<file path="src/rtl/cirno_pkg.sv">
`default_nettype none
// ============================================================================
// Module      : cirno_pkg
// Description : Shared instruction-set definitions: op codes, ALU funct
//               codes, encoding field prefixes and encoder state encoding.
//               Used by the encoder and by the decoder.
// Revision    : 1.0 - initial release
// ============================================================================
package cirno_pkg;

  // Op codes presented on the instruction-field interface
  typedef enum logic [3:0] {
    OP_NIL   = 4'd0,
    OP_HALT  = 4'd1,
    OP_JMPI  = 4'd2,
    OP_MOVLI = 4'd3,
    OP_MOVHI = 4'd4,
    OP_ANDI  = 4'd5,
    OP_SHLI  = 4'd6,
    OP_SHRI  = 4'd7,
    OP_BEQI  = 4'd8,
    OP_JMP   = 4'd9,
    OP_BEQ   = 4'd10,
    OP_INCR  = 4'd11,
    OP_ALU   = 4'd12,
    OP_LOAD  = 4'd13,
    OP_STORE = 4'd14,
    OP_SH    = 4'd15
  } op_e;

  // Encoder sequencing states
  typedef enum logic [1:0] {
    ST_IDLE  = 2'd0,
    ST_RUN   = 2'd1,
    ST_DRAIN = 2'd2,
    ST_DONE  = 2'd3
  } enc_state_e;

  localparam int c_word_w = 9;

  // Legal ALU funct codes
  localparam logic [3:0] c_funct_add = 4'b0001;
  localparam logic [3:0] c_funct_sub = 4'b0010;
  localparam logic [3:0] c_funct_and = 4'b0011;
  localparam logic [3:0] c_funct_or  = 4'b0100;
  localparam logic [3:0] c_funct_xor = 4'b0110;

  // Fixed words
  localparam logic [c_word_w-1:0] c_enc_nil  = 9'b000000000;
  localparam logic [c_word_w-1:0] c_enc_halt = 9'b000000001;

  // Opcode prefixes, most significant bits of the encoded word
  localparam logic [2:0] c_pfx_jmpi  = 3'b111;
  localparam logic [2:0] c_pfx_movli = 3'b100;
  localparam logic [2:0] c_pfx_movhi = 3'b101;
  localparam logic [2:0] c_pfx_andi  = 3'b110;
  localparam logic [3:0] c_pfx_shli  = 4'b0110;
  localparam logic [3:0] c_pfx_shri  = 4'b0111;
  localparam logic [5:0] c_pfx_beqi  = 6'b001011;
  localparam logic [6:0] c_pfx_jmp   = 7'b0000010;
  localparam logic [6:0] c_pfx_beq   = 7'b0000001;
  localparam logic [6:0] c_pfx_incr  = 7'b0000011;
  localparam logic       c_pfx_alu   = 1'b0;
  localparam logic [4:0] c_pfx_load  = 5'b01000;
  localparam logic [4:0] c_pfx_store = 5'b01001;
  localparam logic [4:0] c_pfx_sh    = 5'b00111;

  // True when the funct code names an implemented ALU operation
  function automatic logic funct_legal(input logic [3:0] funct);
    return (funct == c_funct_add) || (funct == c_funct_sub) ||
           (funct == c_funct_and) || (funct == c_funct_or)  ||
           (funct == c_funct_xor);
  endfunction

endpackage
`default_nettype wire

</file>
<file path="src/rtl/enc_fifo.sv">
`default_nettype none
// ============================================================================
// Module      : enc_fifo
// Description : Synchronous FIFO for encoded instruction words. Head is
//               presented combinationally from storage; a push while full is
//               taken only when a pop happens on the same edge.
// Revision    : 1.0 - initial release
// ============================================================================
module enc_fifo #(
  parameter int DEPTH = 4,
  parameter int WIDTH = 9
) (
  input  logic             clk,
  input  logic             rst_n,
  input  logic             push,
  input  logic [WIDTH-1:0] push_data,
  input  logic             pop,
  output logic [WIDTH-1:0] head,
  output logic             full,
  output logic             empty
);

  localparam int PTR_W = $clog2(DEPTH);
  localparam logic [PTR_W:0] c_ptr_one = {{PTR_W{1'b0}}, 1'b1};

  logic [WIDTH-1:0] mem_q [DEPTH];
  logic [WIDTH-1:0] mem_d [DEPTH];
  logic [PTR_W:0]   wr_ptr_q, wr_ptr_d;
  logic [PTR_W:0]   rd_ptr_q, rd_ptr_d;
  logic             do_push, do_pop;

  // Pointers carry one extra wrap bit so full and empty are distinguishable
  assign empty = (wr_ptr_q == rd_ptr_q);
  assign full  = (wr_ptr_q[PTR_W] != rd_ptr_q[PTR_W]) &&
                 (wr_ptr_q[PTR_W-1:0] == rd_ptr_q[PTR_W-1:0]);
  assign head  = mem_q[rd_ptr_q[PTR_W-1:0]];

  assign do_pop  = pop && !empty;
  assign do_push = push && (!full || do_pop);

  // Next storage contents and pointer values
  always_comb begin
    mem_d    = mem_q;
    wr_ptr_d = wr_ptr_q;
    rd_ptr_d = rd_ptr_q;
    if (do_push) begin
      mem_d[wr_ptr_q[PTR_W-1:0]] = push_data;
      wr_ptr_d                   = wr_ptr_q + c_ptr_one;
    end
    if (do_pop) begin
      rd_ptr_d = rd_ptr_q + c_ptr_one;
    end
  end

  // Storage and pointer registers, cleared immediately on reset
  always_ff @(posedge clk or negedge rst_n) begin
    if (!rst_n) begin
      wr_ptr_q <= '0;
      rd_ptr_q <= '0;
      for (int i = 0; i < DEPTH; i++) begin
        mem_q[i] <= '0;
      end
    end else begin
      wr_ptr_q <= wr_ptr_d;
      rd_ptr_q <= rd_ptr_d;
      mem_q    <= mem_d;
    end
  end

endmodule
`default_nettype wire

</file>
<file path="src/rtl/inst_encoder.sv">
`default_nettype none
// ============================================================================
// Module      : inst_encoder
// Description : Encodes instruction fields into 9-bit words, buffers them and
//               writes them to consecutive instruction-memory addresses.
//               Illegal fields are swallowed and flagged; HALT ends a run.
// Revision    : 1.0 - initial release
// ============================================================================
module inst_encoder
  import cirno_pkg::*;
#(
  parameter int FIFO_DEPTH = 4,
  parameter int ADDR_W     = 8
) (
  input  logic                clk,
  input  logic                rst_n,
  input  logic                start,
  input  logic [ADDR_W-1:0]   base_addr,
  input  logic                in_valid,
  output logic                in_ready,
  input  logic [3:0]          in_op,
  input  logic [1:0]          in_rx,
  input  logic [1:0]          in_ry,
  input  logic [3:0]          in_funct,
  input  logic [5:0]          in_imm,
  output logic                mem_we,
  output logic [ADDR_W-1:0]   mem_addr,
  output logic [c_word_w-1:0] mem_wdata,
  input  logic                mem_ready,
  output logic                busy,
  output logic                done,
  output logic                error
);

  localparam logic [ADDR_W-1:0] c_addr_one = {{(ADDR_W-1){1'b0}}, 1'b1};

  enc_state_e          state_q, state_d;
  logic [ADDR_W-1:0]   wptr_q, wptr_d;
  logic                error_q, error_d;

  op_e                 op;
  logic [c_word_w-1:0] enc_word;
  logic                enc_legal;
  logic                fifo_push, fifo_pop;
  logic                fifo_full, fifo_empty;
  logic [c_word_w-1:0] fifo_head;

  assign op = op_e'(in_op);

  // Field-to-word encoding and legality check for the presented instruction
  always_comb begin
    enc_word  = c_enc_nil;
    enc_legal = 1'b1;
    case (op)
      OP_NIL:   enc_word = c_enc_nil;
      OP_HALT:  enc_word = c_enc_halt;
      OP_JMPI:  enc_word = {c_pfx_jmpi, in_imm};
      OP_MOVLI: begin
        enc_word  = {c_pfx_movli, in_rx, in_imm[3:0]};
        enc_legal = (in_imm[5:4] == 2'b00);
      end
      OP_MOVHI: begin
        enc_word  = {c_pfx_movhi, in_rx, in_imm[3:0]};
        enc_legal = (in_imm[5:4] == 2'b00);
      end
      OP_ANDI:  begin
        enc_word  = {c_pfx_andi, in_rx, in_imm[3:0]};
        enc_legal = (in_imm[5:4] == 2'b00);
      end
      OP_SHLI:  begin
        enc_word  = {c_pfx_shli, in_rx, in_imm[2:0]};
        enc_legal = (in_imm[5:3] == 3'b000);
      end
      OP_SHRI:  begin
        enc_word  = {c_pfx_shri, in_rx, in_imm[2:0]};
        enc_legal = (in_imm[5:3] == 3'b000);
      end
      OP_BEQI:  begin
        enc_word  = {c_pfx_beqi, in_imm[2:0]};
        enc_legal = (in_imm[5:3] == 3'b000);
      end
      OP_JMP:   enc_word = {c_pfx_jmp, in_rx};
      OP_BEQ:   enc_word = {c_pfx_beq, in_rx};
      OP_INCR:  enc_word = {c_pfx_incr, in_rx};
      OP_ALU:   begin
        enc_word  = {c_pfx_alu, in_funct, in_rx, in_ry};
        enc_legal = funct_legal(in_funct);
      end
      OP_LOAD:  enc_word = {c_pfx_load, in_rx, in_ry};
      OP_STORE: enc_word = {c_pfx_store, in_rx, in_ry};
      OP_SH:    enc_word = {c_pfx_sh, in_rx, in_ry};
      default:  enc_word = c_enc_nil;
    endcase
  end

  // Sequencing: handshake, enqueue, memory write side and status
  always_comb begin
    state_d   = state_q;
    wptr_d    = wptr_q;
    error_d   = error_q;
    in_ready  = 1'b0;
    mem_we    = 1'b0;
    busy      = 1'b0;
    done      = 1'b0;
    fifo_push = 1'b0;
    fifo_pop  = 1'b0;

    case (state_q)
      ST_IDLE: begin
        if (start) begin
          state_d = ST_RUN;
          wptr_d  = base_addr;
          error_d = 1'b0;
        end
      end
      ST_RUN: begin
        busy     = 1'b1;
        in_ready = !fifo_full;
        mem_we   = !fifo_empty;
        if (in_valid && in_ready) begin
          if (enc_legal) begin
            fifo_push = 1'b1;
            if (op == OP_HALT) begin
              state_d = ST_DRAIN;
            end
          end else begin
            error_d = 1'b1;
          end
        end
      end
      ST_DRAIN: begin
        busy   = 1'b1;
        mem_we = !fifo_empty;
        // HALT is the last word queued, so writing it finishes the run
        if (mem_we && mem_ready && (fifo_head == c_enc_halt)) begin
          state_d = ST_DONE;
        end
      end
      ST_DONE: begin
        done = 1'b1;
        if (start) begin
          state_d = ST_RUN;
          wptr_d  = base_addr;
          error_d = 1'b0;
        end
      end
      default: state_d = ST_IDLE;
    endcase

    fifo_pop = mem_we && mem_ready;
    if (fifo_pop) begin
      wptr_d = wptr_q + c_addr_one;
    end
  end

  // State, write pointer and sticky error registers
  always_ff @(posedge clk or negedge rst_n) begin
    if (!rst_n) begin
      state_q <= ST_IDLE;
      wptr_q  <= '0;
      error_q <= 1'b0;
    end else begin
      state_q <= state_d;
      wptr_q  <= wptr_d;
      error_q <= error_d;
    end
  end

  assign mem_addr  = wptr_q;
  assign mem_wdata = mem_we ? fifo_head : c_enc_nil;
  assign error     = error_q;

  enc_fifo #(
    .DEPTH (FIFO_DEPTH),
    .WIDTH (c_word_w)
  ) u_fifo (
    .clk       (clk),
    .rst_n     (rst_n),
    .push      (fifo_push),
    .push_data (enc_word),
    .pop       (fifo_pop),
    .head      (fifo_head),
    .full      (fifo_full),
    .empty     (fifo_empty)
  );

endmodule
`default_nettype wire

</file>
<file path="config.mk">
export PLATFORM = sky130hd
export DESIGN_NAME = inst_encoder
export DESIGN_NICKNAME = d
export VERILOG_FILES = /design/src/rtl/cirno_pkg.sv /design/src/rtl/enc_fifo.sv /design/src/rtl/inst_encoder.sv
export SDC_FILE = /design/constraint.sdc
export NUM_CORES = 1
export LEC_CHECK = 0
export BUFFER_PORTS_ARGS = -buffer_cell sky130_fd_sc_hd__buf_4
export CORE_ASPECT_RATIO = 0.6
export CORE_MARGIN = 2
export CORE_UTILIZATION = 40
export DETAILED_ROUTE_END_ITERATION = 8
export PLACE_DENSITY = 0.69
export SYNTH_ARGS = -nofsm -noshare
export SYNTH_HDL_FRONTEND = slang
export SYNTH_SLANG_ARGS = --single-unit
export TNS_END_PERCENT = 1
</file>
<file path="constraint.sdc">
create_clock -name clk -period 3.3 [get_ports clk]
set_input_delay 0.33 -clock clk [delete_from_list [all_inputs] [get_ports clk]]
set_output_delay 0.33 -clock clk [all_outputs]
set_load 0.01 [all_outputs]
</file>
==> reports/qor.yml <==
drc: 0
grt_pass1_vias: 2206
critPathCapture: "mem_wdata[7]"
intPower_mw: 2.20
p_comb_share_pct: 50.6
vias: 2451
slew_violations: 0
wl_met1_microns: 4030
critPathLaunch: "u_fifo.rd_ptr_q[0]"
ys_ff_latch: 53
cap_violations: 0
final_cell_mix: "54 x buf_4, 53 x dfrtp_1, 22 x mux2_2, 19 x nand2_1"
netlist_area_sq_mm: 0.00330
drtPass1Iterations: 5
power_mw: 3.61
n_antenna_cell: 0
wl_microns: 7760
r2r_end: "state_q[0]"
regToRegStartpoint: "u_fifo.rd_ptr_q[0]"
antenna_found_initial: 0
yosys_warnings: 0
power.leakage_nw: 1.77
tightestPinTransition_ns: 0.843
die_y_microns: 74.4
p_per_area_mw_per_mm2: 922
vias_per_cell: 5.56
cts_hold_buffers: 0
crit_arrival_ns: 2.25
top_layer_used: "met4"
synth_cells: 284
syn_to_final_growth_pct: 18.6
required_ns: 2.97
pin_count: 53
wl_met3_microns: 381
ys_seq_area_share_pct: 40.2
grt_max_degree: 54
p_clk_share_pct: 14.9
dieArea_sq_mm: 0.00902
post_cts_buffers: 0
p_sw_share_pct: 39.1
period_share_pct: 78.3
outcome: "completed"
htreeDepth: 2
numCtsBuffers: 5
initial_core_util_pct: 41.6
rsz0062_at_grt: "no"
p_seq_share_pct: 34.5
final_common_cell: "buf_4"
end_kind: "output pin"
setup_violations: 0
drive_above_1_share_pct: 33.9
dp_hpwl_microns: 5910
dr.first_iter.drc_count: 194
r2r_setup_slack_ns: 0.88
met2WireLength_microns: 3250
ir_worst_vdd_uv: 366
grt_pass1_wl_microns: 12400
clk_pin_slew_ns: 0.07
place.gp.congestion: 0.864
relSlewSlack_pct: 43.8
holdCritPathClass: "in2async"
die_x_microns: 121
synthesis.nets: 325
insertion_delay_ns: 0.30
r2r_cells: 5
cts.sinks: 53
cts_resized: 0
core_sq_mm: 0.00795
clock_skew_ns: 0.00788
period_needed_ns: 2.58
rows: 25
cts_root_buffer: "clkbuf_16"
synthArstFlopShare_pct: 100
worstSetupStartpointType: "flop"
path_class: "reg2out"
tns_ns: 0
syn_avg_cell_area_sq_um: 11.6
clockBufferDepth: 2
overflow: 0
synth_cell_types: 56
p_sw_mw: 1.41
fmax_mhz: 387
synth_edf_count: 0
port_buffers: 52
track_usage_pct: 18.2
drtAntennaViolNets: 0
synthFlopType: "dfrtp_1"
hold_violations: 0
layout.nets: 373
cts_tree: "yes"
wl_per_cell_microns: 17.6
worst-path-max-fanout: 11
[critical path, stage by stage, from the launching register on]
cell	delay (ns)
dfrtp_1	0.73
xnor2_1	0.27
a31oi_1	0.42
buf_4	0.22
and2_1	0.17
buf_4	0.13
[worst min-delay path by stage]
stage,end,slack [ns],depth (start not counted)
2_1_floorplan,error,0.03,0
3_3_place_gp,u_fifo.mem_q[1],0.41,1
3_5_place_dp,u_fifo.mem_q[28],0.41,1
4_1_cts,u_fifo.mem_q[28],0.08,1
5_1_grt,u_fifo.mem_q[28],0.11,1
6_report,u_fifo.mem_q[28],0.05,1
[cell usage after synthesis, drive strengths merged, types with 2 or more instances]
| master | number | area [sq um] |
|---|---|---|
| mux2i | 4 | 40.0 |
| buf | 6 | 46.3 |
| o211ai | 4 | 30.0 |
| nor3b | 2 | 15.0 |
| and2 | 9 | 56.3 |
| a222oi | 2 | 20.0 |
| ha | 10 | 125 |
| o31a | 2 | 18.8 |
| nor2b | 4 | 25.0 |
| nor3 | 5 | 30.0 |
| xor2 | 3 | 26.3 |
| a31oi | 6 | 37.5 |
| and3 | 4 | 25.0 |
| mux4 | 9 | 225 |
| a311oi | 3 | 43.8 |
| a21oi | 15 | 128 |
| inv | 13 | 48.8 |
| nand2b | 3 | 18.8 |
| a22o | 2 | 17.5 |
| clkbuf | 7 | 26.3 |
| dfrtp | 53 | 1330 |
| nand3 | 12 | 60.1 |
| o221a | 2 | 22.5 |
| xnor2 | 6 | 60.1 |
| nand4 | 3 | 18.8 |
| o21a | 2 | 15.0 |
| nand2 | 19 | 71.3 |
| o21ai | 10 | 50.1 |
| nor2 | 14 | 60.1 |
| mux2 | 37 | 450 |
[cell type report]
type / instances / area [sq um]
clock inverter: 3 / 21.3
inverter: 13 / 48.8
tap: 108 / 135
clock buffer: 5 / 125
fill: 715 / 4030
timing repair buffer: 54 / 405
sequential: 53 / 1330
multi-input combinational: 205 / 1850
[kinds of logic after synthesis]
group,count (synthesis),share of synthesized area [%]
simple gates,77,12.6
compound gates,59,15.5
flops,53,40.2
mux,50,21.7
buf+inv,26,3.68
fa+ha+maj,10,3.79
xor+xnor,9,2.61
[through the flow]
| step | cell area [sq um] | util (%) | setup WS, ns | hold WS, ns | std cells |
|---|---|---|---|---|---|
| final | 3920 | 49.3 | 0.716 | 0.0546 | 441 |
| after global routing | 3920 | 49.3 | 0.513 | 0.114 | 441 |
| after floorplan | 3300 | - | 1.31 | 0.0344 | 284 |
| after CTS | 3920 | 49.3 | 0.693 | 0.0817 | 441 |
| after global placement | 3770 | 47.4 | 0.978 | 0.407 | 433 |
| after detailed placement | 3770 | 47.4 | 0.870 | 0.406 | 433 |
[registers in the layout, summed over array words and instances, names as in the netlist]
name,count
u_fifo.mem_q,36
u_fifo.wr_ptr_q,3
error,1
mem_addr,8
u_fifo.rd_ptr_q,3
state_q,2
[routing by layer]
layer / up-vias / global-route usage [%]
li1: 1158 / -
met1: 1224 / 28.4
met2: 62 / 25.3
met3: 7 / 4.06
met4: 0 / 4.98
met5: - / 0
[power by group through the flow]
| stage | Clock (mW) | Combinational (mW) | Sequential (mW) |
|---|---|---|---|
| after CTS | 0.546 | 1.84 | 1.25 |
| after detailed placement | 0 | 1.84 | 1.25 |
| after global placement | 0 | 1.81 | 1.24 |
| after global routing | 0.574 | 2.01 | 1.29 |
| after floorplan | 0 | 1.28 | 1.15 |
| final | 0.537 | 1.83 | 1.25 |
(Power assumes the default switching activity.)
